**src/rtl/fifo_pkg.sv**
```systemverilog
// Shared FIFO definitions: default geometry and the status-flag decode used by fifo_ctrl.
package fifo_pkg;

  localparam int DEFAULT_DEPTH = 8;
  localparam int DEFAULT_WIDTH = 4;

  typedef struct packed {
    logic full;
    logic empty;
    logic almost_full;
    logic almost_empty;
  } fifo_flags_t;

  function automatic fifo_flags_t calc_flags(input int cnt, input int cap,
                                             input int af_level, input int ae_level);
    fifo_flags_t f;
    f.full         = (cnt == cap);
    f.empty        = (cnt == 0);
    f.almost_full  = (cnt >= af_level);
    f.almost_empty = (cnt <= ae_level);
    return f;
  endfunction

endpackage

```
**src/rtl/fifo_ptr.sv**
```systemverilog
// Wrapping pointer register; the MSB acts as the wrap bit above the RAM address bits.
module fifo_ptr #(
  parameter int W = 9
) (
  input  logic         clk,
  input  logic         rst_n,
  input  logic         inc,
  output logic [W-1:0] ptr
);

  logic [W-1:0] ptr_q;
  logic [W-1:0] ptr_d;

  always_comb begin
    ptr_d = ptr_q;
    if (inc) ptr_d = ptr_q + W'(1);
  end

  always_ff @(posedge clk or negedge rst_n) begin
    if (!rst_n) ptr_q <= '0;
    else        ptr_q <= ptr_d;
  end

  assign ptr = ptr_q;

endmodule

```
**src/rtl/fifo_ctrl.sv**
```systemverilog
// Synchronous FIFO controller: pointers, occupancy, status flags and the
// active-low enable interface to the external storage RAM.
module fifo_ctrl
  import fifo_pkg::*;
#(
  parameter int DEPTH    = DEFAULT_DEPTH,
  parameter int WIDTH    = DEFAULT_WIDTH,
  parameter int AF_LEVEL = 2**DEPTH - 2,
  parameter int AE_LEVEL = 2
) (
  input  logic             clk,
  input  logic             rst_n,
  input  logic             push,
  input  logic [WIDTH-1:0] din,
  input  logic             pop,
  output logic [WIDTH-1:0] dout,
  output logic             dout_valid,
  output logic             full,
  output logic             empty,
  output logic             almost_full,
  output logic             almost_empty,
  output logic [DEPTH:0]   count,
  output logic             overflow,
  output logic             underflow,
  output logic             ram_wr_ena,
  output logic             ram_valid_write,
  output logic [DEPTH-1:0] ram_wr_adb,
  output logic [WIDTH-1:0] ram_wr_data,
  output logic             ram_rd_ena,
  output logic [DEPTH-1:0] ram_rd_adb,
  input  logic [WIDTH-1:0] ram_rd_data
);

  localparam int CAP = 2**DEPTH;

  logic [DEPTH:0]   count_q, count_d;
  logic [WIDTH-1:0] dout_q, dout_d;
  logic             dout_valid_q, dout_valid_d;
  logic             overflow_q, overflow_d;
  logic             underflow_q, underflow_d;

  logic             push_acc, pop_acc;
  logic [DEPTH:0]   wr_ptr, rd_ptr;
  fifo_flags_t      flags;

  // Flags come only from the registered count, so push/pop never reach them.
  assign flags = calc_flags(int'(count_q), CAP, AF_LEVEL, AE_LEVEL);

  // Holding rst_n low also blocks accepts, so nothing is written during reset.
  always_comb begin
    pop_acc  = rst_n & pop & ~flags.empty;
    push_acc = rst_n & push & (~flags.full | pop_acc);
  end

  fifo_ptr #(.W(DEPTH+1)) u_wr_ptr (
    .clk   (clk),
    .rst_n (rst_n),
    .inc   (push_acc),
    .ptr   (wr_ptr)
  );

  fifo_ptr #(.W(DEPTH+1)) u_rd_ptr (
    .clk   (clk),
    .rst_n (rst_n),
    .inc   (pop_acc),
    .ptr   (rd_ptr)
  );

  always_comb begin
    count_d = count_q;
    case ({push_acc, pop_acc})
      2'b10:   count_d = count_q + (DEPTH+1)'(1);
      2'b01:   count_d = count_q - (DEPTH+1)'(1);
      default: count_d = count_q;
    endcase
    // RAM data is only driven while the read enable is low, i.e. on pop_acc.
    dout_d       = pop_acc ? ram_rd_data : dout_q;
    dout_valid_d = pop_acc;
    overflow_d   = rst_n & push & ~push_acc;
    underflow_d  = rst_n & pop & ~pop_acc;
  end

  always_ff @(posedge clk or negedge rst_n) begin
    if (!rst_n) begin
      count_q      <= '0;
      dout_q       <= '0;
      dout_valid_q <= 1'b0;
      overflow_q   <= 1'b0;
      underflow_q  <= 1'b0;
    end else begin
      count_q      <= count_d;
      dout_q       <= dout_d;
      dout_valid_q <= dout_valid_d;
      overflow_q   <= overflow_d;
      underflow_q  <= underflow_d;
    end
  end

  assign ram_wr_ena      = ~push_acc;
  assign ram_valid_write = push_acc;
  assign ram_wr_adb      = wr_ptr[DEPTH-1:0];
  assign ram_wr_data     = din;
  assign ram_rd_ena      = ~pop_acc;
  assign ram_rd_adb      = rd_ptr[DEPTH-1:0];

  assign dout         = dout_q;
  assign dout_valid   = dout_valid_q;
  assign count        = count_q;
  assign full         = flags.full;
  assign empty        = flags.empty;
  assign almost_full  = flags.almost_full;
  assign almost_empty = flags.almost_empty;
  assign overflow     = overflow_q;
  assign underflow    = underflow_q;

endmodule

```
**config.mk**
```make
export PLATFORM = sky130hd
export DESIGN_NAME = fifo_ctrl
export DESIGN_NICKNAME = d
export VERILOG_FILES = /design/src/rtl/fifo_pkg.sv /design/src/rtl/fifo_ptr.sv /design/src/rtl/fifo_ctrl.sv
export SDC_FILE = /design/constraint.sdc
export NUM_CORES = 1
export LEC_CHECK = 0
export BUFFER_PORTS_ARGS = -buffer_cell sky130_fd_sc_hd__buf_4
export CORE_UTILIZATION = 35
export CTS_BUF_LIST = sky130_fd_sc_hd__clkbuf_2
export DETAILED_ROUTE_END_ITERATION = 8
export PLACE_DENSITY_LB_ADDON = 0.05
export SLEW_MARGIN = 10
export SYNTH_ARGS = -nofsm -noshare
export SYNTH_HDL_FRONTEND = slang
export SYNTH_SLANG_ARGS = --single-unit
```
**constraint.sdc**
```tcl
create_clock -name clk -period 3.15 [get_ports clk]
set_clock_uncertainty 0.15 [all_clocks]
set_input_delay 0.315 -clock clk [delete_from_list [all_inputs] [get_ports clk]]
set_output_delay 0.315 -clock clk [all_outputs]
set_load 0.005 [all_outputs]
```
==> results of run 1 <==
## power groups by stage
stage	sequential [W]	combinational [W]	clock (W)
finish	0.000693	0.000962	0.000185
global route	0.000718	0.00107	0.000215
CTS	0.000695	0.000974	0.000194
detailed placement	0.000702	0.000968	0
global placement	0.000697	0.000953	0
floorplan	0.000726	0.000518	0
## sequential cells by signal, indices dropped and copies added, names as in the netlist
register and cells:
underflow 1, u_rd_ptr.ptr 8, count 9, dout 4, overflow 1, dout_valid 1, u_wr_ptr.ptr 8
## layout make-up
cell class	instances	area [um^2]
inverters	8	30.0
fillers	494	2510
clock inverters	2	7.51
multi-input cells	124	932
clock buffers	5	25.0
well taps	67	83.8
repair buffers	63	488
flip-flops and latches	32	801
## final timing paths
| check | startpoint | to |
|---|---|---|
| max in group asynchronous | rst_n | count[8]$_DFFE_PN0P_ |
| hold / removal | pop | underflow$_DFF_PN0_ |
| hold reg to reg | u_wr_ptr.ptr[7]$_DFFE_PN0P_ | u_wr_ptr.ptr[7]$_DFFE_PN0P_ |
| setup / recovery | count[3]$_DFFE_PN0P_ | count[8]$_DFFE_PN0P_ |
| min in group asynchronous | rst_n | u_rd_ptr.ptr[5]$_DFFE_PN0P_ |
| setup reg to reg | count[3]$_DFFE_PN0P_ | count[8]$_DFFE_PN0P_ |
## cell families after synthesis
logic type | Yosys count | share of synthesized area (%)
DFF | 32 | 43.9
and+or+nand+nor | 66 | 19.1
adders and majority gates | 10 | 7.27
muxes | 9 | 6.86
buffers and inverters | 16 | 5.21
AOI/OAI and AO/OA | 18 | 7.61
xor gates and xnor gates | 21 | 10.1
## repair_timing
item / in CTS / in global routing
gates resized for setup: 0 / 1
hold endpoints to repair: 37 / 0
hold buffers: 6 / 0
endpoints found under the setup margin: 0 / 2
## cell usage after synthesis (all sizes together), types with 3 or more instances
| master | instances | area [um^2] |
|---|---|---|
| mux2 | 7 | 105 |
| o21ai | 3 | 15.0 |
| xnor2 | 17 | 149 |
| dfrtp | 32 | 801 |
| nor2 | 10 | 37.5 |
| nand3 | 10 | 62.6 |
| nand2 | 25 | 96.4 |
| and3 | 3 | 20.0 |
| nand4 | 6 | 37.5 |
| inv | 8 | 30.0 |
| buf | 8 | 65.1 |
| a21oi | 6 | 30.0 |
| ha | 9 | 113 |
| xor2 | 4 | 35.0 |
## through the flow
step | cells | instance area (um^2) | hold slack, ns | power [W] | setup slack, ns
after floorplan | 172 | 1820 | -0.131 | 0.00124 | 0.169
after global routing | 301 | 2370 | 0.0828 | 0.00200 | 0.0308
after detailed placement | 288 | 2270 | 0.286 | 0.00167 | 0.0570
after global placement | 288 | 2270 | 0.283 | 0.00165 | 0.164
final | 301 | 2370 | 0.125 | 0.00184 | 0.196
after CTS | 301 | 2360 | 0.0922 | 0.00186 | 0.0452
## critical path, stage by stage, from the launching register on
cell	delay (ns)
sky130_fd_sc_hd__dfrtp_1	0.45
sky130_fd_sc_hd__nor4_4	0.38
sky130_fd_sc_hd__nand3_4	0.13
sky130_fd_sc_hd__o21bai_4	0.16
sky130_fd_sc_hd__a21oi_2	0.12
sky130_fd_sc_hd__fa_1	0.42
sky130_fd_sc_hd__a21oi_1	0.21
sky130_fd_sc_hd__o22ai_1	0.14
sky130_fd_sc_hd__o41a_1	0.39
sky130_fd_sc_hd__mux2i_1	0.19
sky130_fd_sc_hd__nand3_1	0.09
## layer usage
layer | GRT usage [%] | wire [um] | part of all wire, %
met1 | 19.3 | 1840 | 45
met2 | 27.2 | 1970 | 48
met3 | 4.34 | 190 | 4.7
met4 | 7.69 | 77 | 1.9
met5 | 0 | 0 | 0
==> metrics list, run 1 <==
- Summed over all nets, the switching power comes to roughly 0.00070 W.
* Syn_area_per_cell: 10.6 um^2
* Result of the run: finished clean
- Buffers on Ports: 46
- Count of max-cap constraint violations: 0
- Cell internal power was estimated by the tool at ~0.0011 W.
- Max rail drop VDD: ~0.37 mV
- Area of the core: ~4900 um^2
- Count of mapped cells out of synthesis: roughly 170
- In the global route stage, overall resource usage came out at 16.2%.
- Share of post-route cells with drive strength above 1: between 30% and 40%
- Most frequent standard cell in the layout excluding fill and tap cells: sky130_fd_sc_hd__buf_4
- Of all nets on the critical path, the largest fanout is 8.
- Sequential share of power: between 30% and 40%
- Combined area of all synthesized cells: 1820 um^2
- Flip-flop and latch count after synthesis: 32
- Core Util, Final: between 40% and 50%
- In this run the power density over the cells is approximately 780 nW/um^2.
- Counting cells, the worst reg-to-reg path comes to 10.
- Register area share after synthesis: between 40% and 50%
- TritonCTS built the clock tree.
- Ys async rst share: 100%
- Total clock buffers created by CTS: 5
* IO Pins: between 50 and 60
- Fmax: roughly 0.34 GHz
- The final layout contains approximately 260 nets.
- Area Growth Syn to Fin: 29.8%
* DRC viols: 0
- Routed Wire Length: between 4000 and 5000 um
* Worst-margin pin slew: roughly 0.57 ns
- Starting DRT DRC Count: 87
- 0 antenna diodes ended up in the layout.
- Unrepaired setup endpoints after global routing: no
* Via count normalized by instance count: slightly below 5
- Setup violations remaining at the end of the flow were counted as 0.
- Final total negative setup slack: 0 ns
- The tree is rooted in a sky130_fd_sc_hd__clkbuf_2.
* Crit path launch type: flip-flop
- After legalization and detailed placement, the total HPWL measured slightly below 3000 um.
- The floorplan step set the die width to around 74 um.
- The first global-routing pass estimated 6630 um of wire.
- The worst hold path belongs to the class in -> reg.
- Entering global routing, the biggest net connects 37 pins.
- Clock slew seen by the registers of the worst setup and hold paths: about 0.17 ns
- Prevailing post-synth register cell: sky130_fd_sc_hd__dfrtp_1
* Number of flops mapped to enable cells by yosys: 0
* Clock Latency Late Sink: between 0.3 and 0.4 ns
- Most frequent cells in the layout: sky130_fd_sc_hd__buf_4, sky130_fd_sc_hd__dfrtp_1, sky130_fd_sc_hd__nand2_1
- Yosys warning total: 0
- The worst pin sits at a relative slew slack of around 62%.
- Total via count in the routed design: around 1,500
* Routability Congestion: just over 0.8
- Combinational logic burns between 50% and 60% of the power.
* Antenna-violating nets left: 0
* Total overflow reported by the global router: 0
- The number of hold violations in the final report was 0.
* Antenna violations before repair: 0
* Classification of the worst setup path: reg -> reg
- Initial Util: 37.4%
- Routed length per placed instance: between 10 and 15 um
- In this run the register-to-register setup slack is between 0.15 and 0.2 ns.
* Clock Sink Count: 32
* Standard-cell row count: 25
* Leakage power figure: 1.15 nW
* Crit path time final: about 3.0 ns
* Net count after synthesis: slightly below 200
* Fraction of power consumed by the clock network: 10.0%
- The H-tree was split into 2 levels.
* Final critical-path share of the clock period: between 90% and 100%
* Number of detailed-route iterations in the first pass: 4
* Fraction of power spent switching nets: a little under two fifths
- Once the clock tree was built, the setup fixing pass inserted 0 buffers.
- At the worst endpoint, the arrival time is between 3 and 4 ns.
* Chip height: 74.2 um
- Required time of the critical path: 3.25 ns
- Maximum buffer depth of the clock tree: 2
- The worst setup path is captured at a flip-flop.
- The worst hold path passes through 3 cells.
- Number of global-route vias before repair: 1,431
* Final number of max-transition violations: 0
- Number of distinct library cells after synthesis: 41
- The floorplan step defined a die boundary enclosing between 5000 and 6000 um^2.
Power figures use the tool's default switching activity.
==> run 2: changes to the inputs <==
- SYNTH_HIERARCHICAL: unset -> 1
==> run 2 against run 1 <==
Effect of this change:
- critical path depth did not move
- wire length rose by 0.12%
- register-to-register slack got worse by 0.06 ns
- utilization is 2.6 points higher
- clock-buffer cell count unchanged
- flip-flop and latch count stayed put
- largest cell class unchanged
- highest routed layer unchanged
==> metrics list, run 2 <==
- Antenna violations before repair: 0 (unchanged)
* Die area: 5410 um^2 (-1.7%)
* Crit path launch type: flip-flop
- Area of the multi-input gates: 1030 um^2 (+10%)
- The via density per instance came to 4.89 (+0.94%).
- Setup repair after global routing left no endpoint under its margin.
* Slowest stage cell, crit path: sky130_fd_sc_hd__or4_4
* Hold Fails Final Rpt: 0 (unchanged)
- Clock slew seen by the registers of the worst setup and hold paths: 0.17 ns (about the same)
- Share of post-route cells with drive strength above 1: 46.2% (+13 points)
- Relative slew slack: 65.9% (+3.7 points)
- Max rail drop VDD: 0.435 mV (+17%)
- The sum of routed wire segments on met1 is 1770 um (-3.7%).
- Total clock buffers created by CTS: 5 (unchanged)
* Horizontal die dimension: 73.6 um (-0.87%)
- Highest metal used: met4
- The total area of sequential cells came to 802 um^2 (+0.16%).
* Sequential share of power: 35.2% (-2.5 points)
* Chip height: 73.6 um (-0.87%)
- The slew of the pin with the lowest slew margin was 0.499 ns (-0.0677 ns).
- Total power density per cell area: 783 nW/um^2 (+0.76%)
* Max FFs per register: 9 (unchanged)
* CP max FO: 8 (unchanged)
- Combined area of all synthesized cells: 1790 um^2 (-1.8%)
- The all-layer global routing usage was 16.8% (+0.64 points).
- The required time of the critical path is 3.27 ns (+0.02 ns).
- The number of cells produced by synthesis was 155 (-9.9%).
- Leakage power figure: 1.15 nW (-0.52%)
- The count of endpoints failing setup in the final report is 0 (unchanged).
- The sum of met2 wire segment lengths after detailed routing is 2060 um (+4.7%).
- Antenna-violating nets left: 0 (unchanged)
- The wire length per cell was 14.1 um (+3.9%).
- The overall overflow remaining after global route came to 0 (unchanged).
- The overall routed net length was 4080 um (+0.12%).
- The final standard cell utilization of the core came to 51.1% (+2.6 points).
* DRC viols: 0 (unchanged)
* Placed wire-length estimate: 3050 um (+3.7%)
- Most frequent cells in the layout: sky130_fd_sc_hd__buf_4, sky130_fd_sc_hd__dfrtp_1, sky130_fd_sc_hd__xnor2_1
* Syn_area_per_cell: 11.6 um^2 (+9.0%)
- Clock tree from TritonCTS: done
* Most frequent standard cell in the layout excluding fill and tap cells: sky130_fd_sc_hd__buf_4
- The via count of the routed design was 1,417 (-2.7%).
- The antenna diode instance count came to 0 (unchanged).
- Worst min-delay path category: in -> reg
* Initial Util: 37.2% (-0.19 points)
- The pin count of the biggest net entering global routing came to 38 (+2.7%).
* Design internal power: 0.00119 W (+4.3%)
- The H-tree level count is 2 (unchanged).
- The worst setup path is captured at a flip-flop.
* Clock Sink Count: 32 (unchanged)
* Delay of the slowest critical-path stage: 0.56 ns (+0.11 ns)
- Fmax: 0.331 GHz (-2.1%)
* Area of the core: 4820 um^2 (-1.3%)
- Final number of max-transition violations: 0 (unchanged)
- Net count after synthesis: 177 (-8.8%)
- Cell-by-cell trace of the critical path: or4_4 > nor4_4 > or2_4 > nor2_4 > ha_4 > and3_4 > a2111oi_4 > a21oi_2 > xor2_1 > mux2_2
- The amount of wire on met3 after detailed routing came to 178 um (-6.3%).
* Number of detailed-route iterations in the first pass: 4 (unchanged)
- The number of ports placed on the die boundary came to 55 (unchanged).
- Standard-cell row count: 25 (unchanged)
* Starting DRT DRC Count: 63 (-28%)
* Fraction of power consumed by the clock network: 9.8% (-0.2 points)
- Classification of the worst setup path: reg -> reg
- The routability-driven placement congestion ratio is 0.845 (+1.6%).
* Number of global-route vias before repair: 1,430 (-0.070%)
- The shortest clock period the worst path allows after layout came to 3.02 ns (+0.0644 ns).
* Result of the run: finished clean
- Buffers on Ports: 46 (unchanged)
- The switching part of the total came to 38.4% (+0.29 points).
* NetSw: 0.000740 W (+5.5%)
* Clock Latency Late Sink: 0.36 ns (about the same)
* Maximum buffer depth of the clock tree: 2 (unchanged)
- The count of filler cells inserted in the layout was 460 (-6.9%).
- Comb pwr share: 55.0% (+2.7 points)
- The area growth from synthesis to layout is 37.4%.
- The total design power came to 0.00193 W (+4.8%).
- The number of synthesis warnings was 6 (+6).
- The root buffer cell chosen for the clock tree is sky130_fd_sc_hd__clkbuf_2.
* Wire length of the first global-routing pass: 6800 um (+2.6%)
* Final layout net count: 244 (-4.7%)
- Count of max-cap constraint violations: 0 (unchanged)
- The final clock period utilization by the worst path was 95.8% (+2.0 points).
- Arrival time of data at the critical path endpoint: 3.14 ns (+0.08 ns)
[run 2: worst max-delay path: cells and delay by family, from the launching register on]
| family | cells | cell delay [ns] |
|---|---|---|
| AOI/OAI and AO/OA | 2 | 0.50 |
| xor gates and xnor gates | 1 | 0.15 |
| adders and majority gates | 1 | 0.27 |
| DFF | 1 | 0.43 |
| muxes | 1 | 0.25 |
| and+or+nand+nor | 5 | 1.18 |
[run 2: final cells by class]
cell class                      count  area share, %
Clock buffer                        5           1.02
Clock inverter                      3          0.559
Inverter                            4          0.610
Multi-Input combinational cell    115           41.8
Sequential cell                    32           32.6
Tap cell                           67           3.41
Timing Repair Buffer               64           20.0
[run 2: per-layer routing]
layer	up-vias	global-route usage [%]
met4	0	8.33
met2	35	29.4
li1	692	-
met3	7	3.29
met5	-	0
met1	683	19.7
[run 2: final timing paths]
check | start | to | slack (ns) | cells after the start
min | ram_rd_data[3] | dout[3]$_DFFE_PN0P_ | 0.04 | 2
max | count[4]$_DFFE_PN0P_ | count[7]$_DFFE_PN0P_ | 0.13 | 10
min reg2reg | u_rd_ptr/ptr[7]$_DFFE_PN0P_ | u_rd_ptr/ptr[7]$_DFFE_PN0P_ | 0.33 | 1
min in group asynchronous | rst_n | underflow$_DFF_PN0_ | 0.40 | 3
max in group asynchronous | rst_n | count[4]$_DFFE_PN0P_ | 2.11 | 3
max reg2reg | count[4]$_DFFE_PN0P_ | count[7]$_DFFE_PN0P_ | 0.13 | 10
[run 2: power groups by stage]
stage / logic (W) / registers, W / clock network (W)
final: 0.00106 / 0.000679 / 0.000188
after global routing: 0.00116 / 0.000703 / 0.000222
after CTS: 0.00106 / 0.000681 / 0.000206
after detailed placement: 0.00105 / 0.000690 / 0
after global placement: 0.00104 / 0.000687 / 0
after floorplan: 0.000512 / 0.000749 / 0
[run 2: timing repair]
item	4_1_cts	5_1_grt
setup endpoints to repair	1	3
hold endpoints to repair	35	1
resized for setup	1	2
buffers inserted	0	1
hold buffers	4	1
pin swaps	1	5
[run 2: metrics by stage]
stage          hold slack (ns)  TNS, ns  setup WS, ns  cell area (um^2)  cells
2_1_floorplan           -0.131  -0.0394       -0.0357              1870    155
3_3_place_gp             0.259        0        0.0628              2360    276
3_5_place_dp             0.264        0       0.00454              2360    276
4_1_cts               0.000138        0        0.0120              2440    288
5_1_grt                0.00287        0       0.00616              2460    290
6_report                0.0375        0         0.132              2460    290
